--- src/rtl/ramdma_ctrl.sv ---
// ramdma_ctrl: CI-programmed DMA between the 512x32 scratchpad and a burst bus master port.
// Latency: CI access completes the same cycle; bus_req rises the cycle after a control start.
// Backpressure: bursts wait in REQ for bus_gnt; beats advance only on bus_beat_valid.
//
// Ports:
//   clock, reset            rising-edge clock, asynchronous active-high reset
//   start/ciN/valueA/valueB CI request (function in valueA[11:9], data in valueB)
//   done/result             CI response, combinational
//   mem_*                   scratchpad second port, 1-cycle read latency
//   bus_*                   burst bus master (req/gnt handshake, per-beat valid, error)
//   irq                     completion interrupt
// Optional feature: define RAMDMA_IRQ_EN to drive irq = cplt | error, cleared by a status read.
module ramdma_ctrl #(
    parameter logic [7:0] customId  = 8'h00,
    parameter int         MAX_BURST = 16
) (
    input  logic        clock,
    input  logic        reset,
    input  logic        start,
    input  logic [7:0]  ciN,
    input  logic [31:0] valueA,
    input  logic [31:0] valueB,
    output logic        done,
    output logic [31:0] result,
    output logic [8:0]  mem_addr,
    output logic        mem_we,
    output logic [31:0] mem_wdata,
    input  logic [31:0] mem_rdata,
    output logic        bus_req,
    input  logic        bus_gnt,
    output logic [31:0] bus_addr,
    output logic        bus_rnw,
    output logic [7:0]  bus_burst,
    output logic [31:0] bus_wdata,
    input  logic [31:0] bus_rdata,
    input  logic        bus_beat_valid,
    input  logic        bus_error,
    output logic        irq
);

    localparam logic [1:0] S_IDLE = 2'd0;
    localparam logic [1:0] S_REQ  = 2'd1;
    localparam logic [1:0] S_BEAT = 2'd2;

    localparam logic [9:0] MAX_B = 10'(MAX_BURST);

    logic [1:0]  state;
    logic [31:0] addr_q;     // bus byte address, advances per beat
    logic [8:0]  ptr_q;      // scratchpad word pointer, advances per beat
    logic [9:0]  len_q;      // programmed length (already clamped to 512)
    logic [9:0]  rem_q;      // beats left in the whole transfer
    logic [7:0]  beat_q;     // beats left in the current burst, minus one
    logic        rnw_q;
    logic        err_q;
    logic        cplt_q;

    logic        sel;
    logic [2:0]  func;
    logic        busy;
    logic        in_beat;
    logic [9:0]  rem_clamp;
    logic [9:0]  burst_m1;
    logic [9:0]  len_clamp;
    logic [31:0] status;

    assign sel       = start && (ciN == customId);
    assign func      = valueA[11:9];
    assign busy      = (state != S_IDLE);
    assign in_beat   = (state == S_BEAT);
    assign status    = {29'd0, cplt_q, err_q, busy};
    assign rem_clamp = (rem_q > MAX_B) ? MAX_B : rem_q;
    assign burst_m1  = rem_clamp - 10'd1;
    assign len_clamp = (valueB[9:0] > 10'd512) ? 10'd512 : valueB[9:0];

    assign done   = sel;
    assign result = (sel && (func == 3'd0)) ? status : 32'd0;

    // Look one word ahead on an accepted write beat so the next word is on
    // mem_rdata by the following cycle; this sustains back-to-back beats.
    assign mem_addr  = ptr_q + {8'd0, (in_beat && !rnw_q && bus_beat_valid)};
    assign mem_we    = in_beat && rnw_q && bus_beat_valid && !bus_error;
    assign mem_wdata = (in_beat && rnw_q) ? bus_rdata : 32'd0;

    assign bus_req   = (state == S_REQ);
    assign bus_addr  = addr_q;
    assign bus_rnw   = rnw_q;
    assign bus_burst = bus_req ? burst_m1[7:0] : 8'd0;
    assign bus_wdata = (in_beat && !rnw_q) ? mem_rdata : 32'd0;

`ifdef RAMDMA_IRQ_EN
    assign irq = cplt_q | err_q;
`else
    assign irq = 1'b0;
`endif

    always_ff @(posedge clock or posedge reset) begin
        if (reset) begin
            state  <= S_IDLE;
            addr_q <= 32'd0;
            ptr_q  <= 9'd0;
            len_q  <= 10'd0;
            rem_q  <= 10'd0;
            beat_q <= 8'd0;
            rnw_q  <= 1'b0;
            err_q  <= 1'b0;
            cplt_q <= 1'b0;
        end else begin
`ifdef RAMDMA_IRQ_EN
            // Status read acknowledges the interrupt; a completion on the same
            // edge is assigned below and therefore wins.
            if (sel && (func == 3'd0)) begin
                err_q  <= 1'b0;
                cplt_q <= 1'b0;
            end
`endif
            case (state)
                S_IDLE: begin
                    if (sel) begin
                        case (func)
                            3'd1: addr_q <= valueB;
                            3'd2: ptr_q  <= valueB[8:0];
                            3'd3: len_q  <= len_clamp;
                            3'd4: begin
                                case (valueB[1:0])
                                    2'd1, 2'd2: begin
                                        rnw_q <= (valueB[1:0] == 2'd1);
                                        err_q <= 1'b0;
                                        rem_q <= len_q;
                                        if (len_q == 10'd0) begin
                                            cplt_q <= 1'b1;
                                        end else begin
                                            cplt_q <= 1'b0;
                                            state  <= S_REQ;
                                        end
                                    end
                                    2'd3: begin
                                        err_q  <= 1'b1;
                                        cplt_q <= 1'b0;
                                    end
                                    default: ;
                                endcase
                            end
                            default: ;
                        endcase
                    end
                end
                S_REQ: begin
                    if (bus_gnt) begin
                        beat_q <= burst_m1[7:0];
                        state  <= S_BEAT;
                    end
                end
                S_BEAT: begin
                    if (bus_error) begin
                        state  <= S_IDLE;
                        err_q  <= 1'b1;
                        cplt_q <= 1'b0;
                    end else if (bus_beat_valid) begin
                        ptr_q  <= ptr_q + 9'd1;
                        addr_q <= addr_q + 32'd4;
                        rem_q  <= rem_q - 10'd1;
                        beat_q <= beat_q - 8'd1;
                        if (beat_q == 8'd0) begin
                            if (rem_q == 10'd1) begin
                                state  <= S_IDLE;
                                cplt_q <= 1'b1;
                            end else begin
                                state  <= S_REQ;
                            end
                        end
                    end
                end
                default: state <= S_IDLE;
            endcase
        end
    end

    logic unused_bits;
    assign unused_bits = ^{valueA[31:12], valueA[8:0], burst_m1[9:8]};

endmodule

--- config.mk ---
export PLATFORM = sky130hd
export DESIGN_NAME = ramdma_ctrl
export DESIGN_NICKNAME = d
export VERILOG_FILES = /design/src/rtl/ramdma_ctrl.sv
export SDC_FILE = /design/constraint.sdc
export NUM_CORES = 1
export LEC_CHECK = 0
export BUFFER_PORTS_ARGS = -buffer_cell sky130_fd_sc_hd__buf_2
export CORE_AREA = 2 2 112 114
export DETAILED_ROUTE_END_ITERATION = 8
export DIE_AREA = 0 0 114 116
export PLACE_DENSITY_LB_ADDON = 0.2
export SLEW_MARGIN = 20
export SYNTH_ARGS = -nofsm -noshare
export SYNTH_HDL_FRONTEND = slang
export SYNTH_SLANG_ARGS = --single-unit
export TNS_END_PERCENT = 5
--- constraint.sdc ---
create_clock -name clock -period 3.65 [get_ports clock]
set_input_delay 0.365 -clock clock [delete_from_list [all_inputs] [get_ports clock]]
set_output_delay 0.365 -clock clock [all_outputs]
set_load 0.05 [all_outputs]
==> reports/results.ini <==
[sta]
slew_viol_final=0
worst_pin_slew_ps=976.8
period_share_pct=91.76
relSlewSlack_pct=34.88
finClkSkew_ps=4.967
finalCriticalPeriod_ps=3349
fmax_ghz=0.2986
finalSetupTns_ps=0
rsz0062_at_grt=no
hold_viol_final=0
finalSetupViolCount=0

[clock_network]
h-tree-depth=3
postCtsHoldBufs=0
clock_latency_ps=340
cts_buffers=9
clkTransAtPathRegs_ps=60
clock_sinks=74
cts_setup_buffers=0
clockBufferDepth=2
root_buffer=clkbuf_16
cts_tree=done
cts_resized=0

[drt]
drc=0
vias_per_cell=5.625
routed_wl_mm=17.68
drtPass1Iterations=5
drtAntennaViolNets=0
vias=5951
drt_iter0_drc=402
wl_per_cell_um=16.71

[global_route]
grt_pass1_vias=5276
grt_usage_pct=25.17
grt_pass1_wl_mm=26.51
antenna_found_initial=0
grt-ovfl-total=0
grt_max_degree=78

[setup_path]
cp_max_fo=9
r2r_setup_slack_ps=1050
cp-endpoint=bus_burst[6]
cp.arrival_ps=2980
required_ps=3280
r2r_cells=7
worstReg2RegEnd=bus_addr[28]
crit_path_end_kind=output port
startpoint_type=register
critPathLaunch=rem_q[0]
path_class=register to output port
timing.rr.start=state[1]

[placement]
place_hpwl_mm=13.18
port_buffers=232
gp_congestion=0.8740

[floorplanning]
die_w_um=114
dieHeight_um=116
start_util_pct=46.86
io_pins=292
num_rows=40
core_mm2=0.01191
dieArea_mm2=0.01322

[yosys]
synth_flop_cell=dfrtp_1
synth_largest_area_cell=dfrtp_1
synth_top_area_share_pct=33.18
avgSynthCellArea_um2=7.917
yosysWarnings=0
synth_area_mm2=0.005582
synth.top_cells.by_area=dfrtp_1 33%, and2_1 5.0%, nand2_1 4.7%
netlist_instances=705
synth_edf_count=0
synth.ff_latch_count=74
synthDistinctLibCells=65
synth-seq-area-share_pct=33.18
synth-async-reset-ratio_pct=100.0

[pwr]
power_density_mw_per_mm2=659.2
p_leak_nw=3.615
ir_worst_vdd_mv=0.5170

[final_layout]
final_util_pct=58.58
final_cell_mix=232 x buf_2, 74 x dfrtp_1, 70 x nand2_1
layout-drive-gt1-share_pct=30.19
final_nets=1061
final_common_cell=buf_2
area_growth_pct=25.02
antennaDiodeCount=0

[run]
maxCapViolations=0

[run_status]
outcome=completed

[min_path]
holdPathStages=2
hold_class=input port to register

==> stage by stage <==
step | hold WS [ps] | power, mW | setup slack (ps) | area (um^2) | std cells
finish | 266.6 | 4.600 | 300.9 | 6978 | 1058
global route | 271.5 | 4.863 | 108.7 | 6978 | 1058
CTS | 244.2 | 4.611 | 282.2 | 6978 | 1058
detailed placement | 475.4 | 3.687 | 651.4 | 6673 | 1042
global placement | 471.0 | 3.667 | 667.9 | 6673 | 1042
floorplan | 451.6 | 3.143 | 637.8 | 5690 | 734
==> critical path, stage by stage (launching register included) <==
cell and delay (ps):
dfrtp_1 440, inv_1 130, ha_1 140, or3b_2 480, a211oi_4 410, nand2_1 110, ha_1 250, and3_1 180
o21ai_0 220, nor2_1 70, buf_2 220
==> cell type report <==
| type | instances | area, um^2 |
|---|---|---|
| Multi-Input combinational cell | 568 | 3358 |
| Fill cell | 1134 | 4933 |
| Tap cell | 147 | 183.9 |
| Clock inverter | 6 | 66.31 |
| Sequential cell | 74 | 1852 |
| Timing Repair Buffer | 239 | 1226 |
| Inverter | 14 | 52.55 |
| Clock buffer | 10 | 239.0 |
==> layer usage <==
layer | global-route usage [%] | part of all wire [%]
met1 | 35.20 | 44
met2 | 39.84 | 48
met3 | 4.446 | 7.1
met4 | 8.049 | 1.6
met5 | 0 | 0
==> cells in the mapped netlist, types with 11 or more instances <==
library cell / number
a21oi_1: 50
a31oi_1: 13
and2_1: 45
and3_1: 40
buf_4: 30
clkbuf_1: 34
dfrtp_1: 74
ha_1: 13
inv_1: 13
nand2_1: 70
nand2b_1: 11
nand3_1: 27
nand4_1: 14
nor2_1: 49
nor3_1: 18
o21ai_0: 46
==> report_power, final <==
group / internal (mW) / switching, mW
clock: 0.548 / 0.361
sequential: 1.09 / 0.383
combinational: 0.631 / 1.59
total: 2.27 / 2.33
==> logic make-up after synthesis <==
group | share of synthesized area [%]
XOR/XNOR | 1.412
AND/OR/NAND/NOR | 31.65
buffers and inverters | 8.698
adder cells (fa/ha/maj) | 2.914
other | 0.06718
AO/OA/AOI/OAI | 20.89
flip-flops | 33.18
multiplexers | 1.188
==> sequential cells by signal (all words and copies together), names as in the netlist <==
| name | count |
|---|---|
| beat_q | 8 |
| bus_addr | 32 |
| bus_rnw | 1 |
| cplt_q | 1 |
| err_q | 1 |
| len_q | 10 |
| ptr_q | 9 |
| rem_q | 10 |
| state | 2 |
==> worst min path at each step <==
| stage | startpoint | end | slack, ps |
|---|---|---|---|
| 4_1_cts | bus_gnt | state[0] | 240 |
| 6_report | bus_gnt | state[0] | 270 |
| 5_1_grt | bus_gnt | state[0] | 270 |
| 2_1_floorplan | cplt_q | cplt_q | 450 |
| 3_5_place_dp | bus_addr[0] | bus_addr[0] | 480 |
| 3_3_place_gp | bus_addr[1] | bus_addr[1] | 470 |
Note: power is estimated with default switching activity, not from simulation.
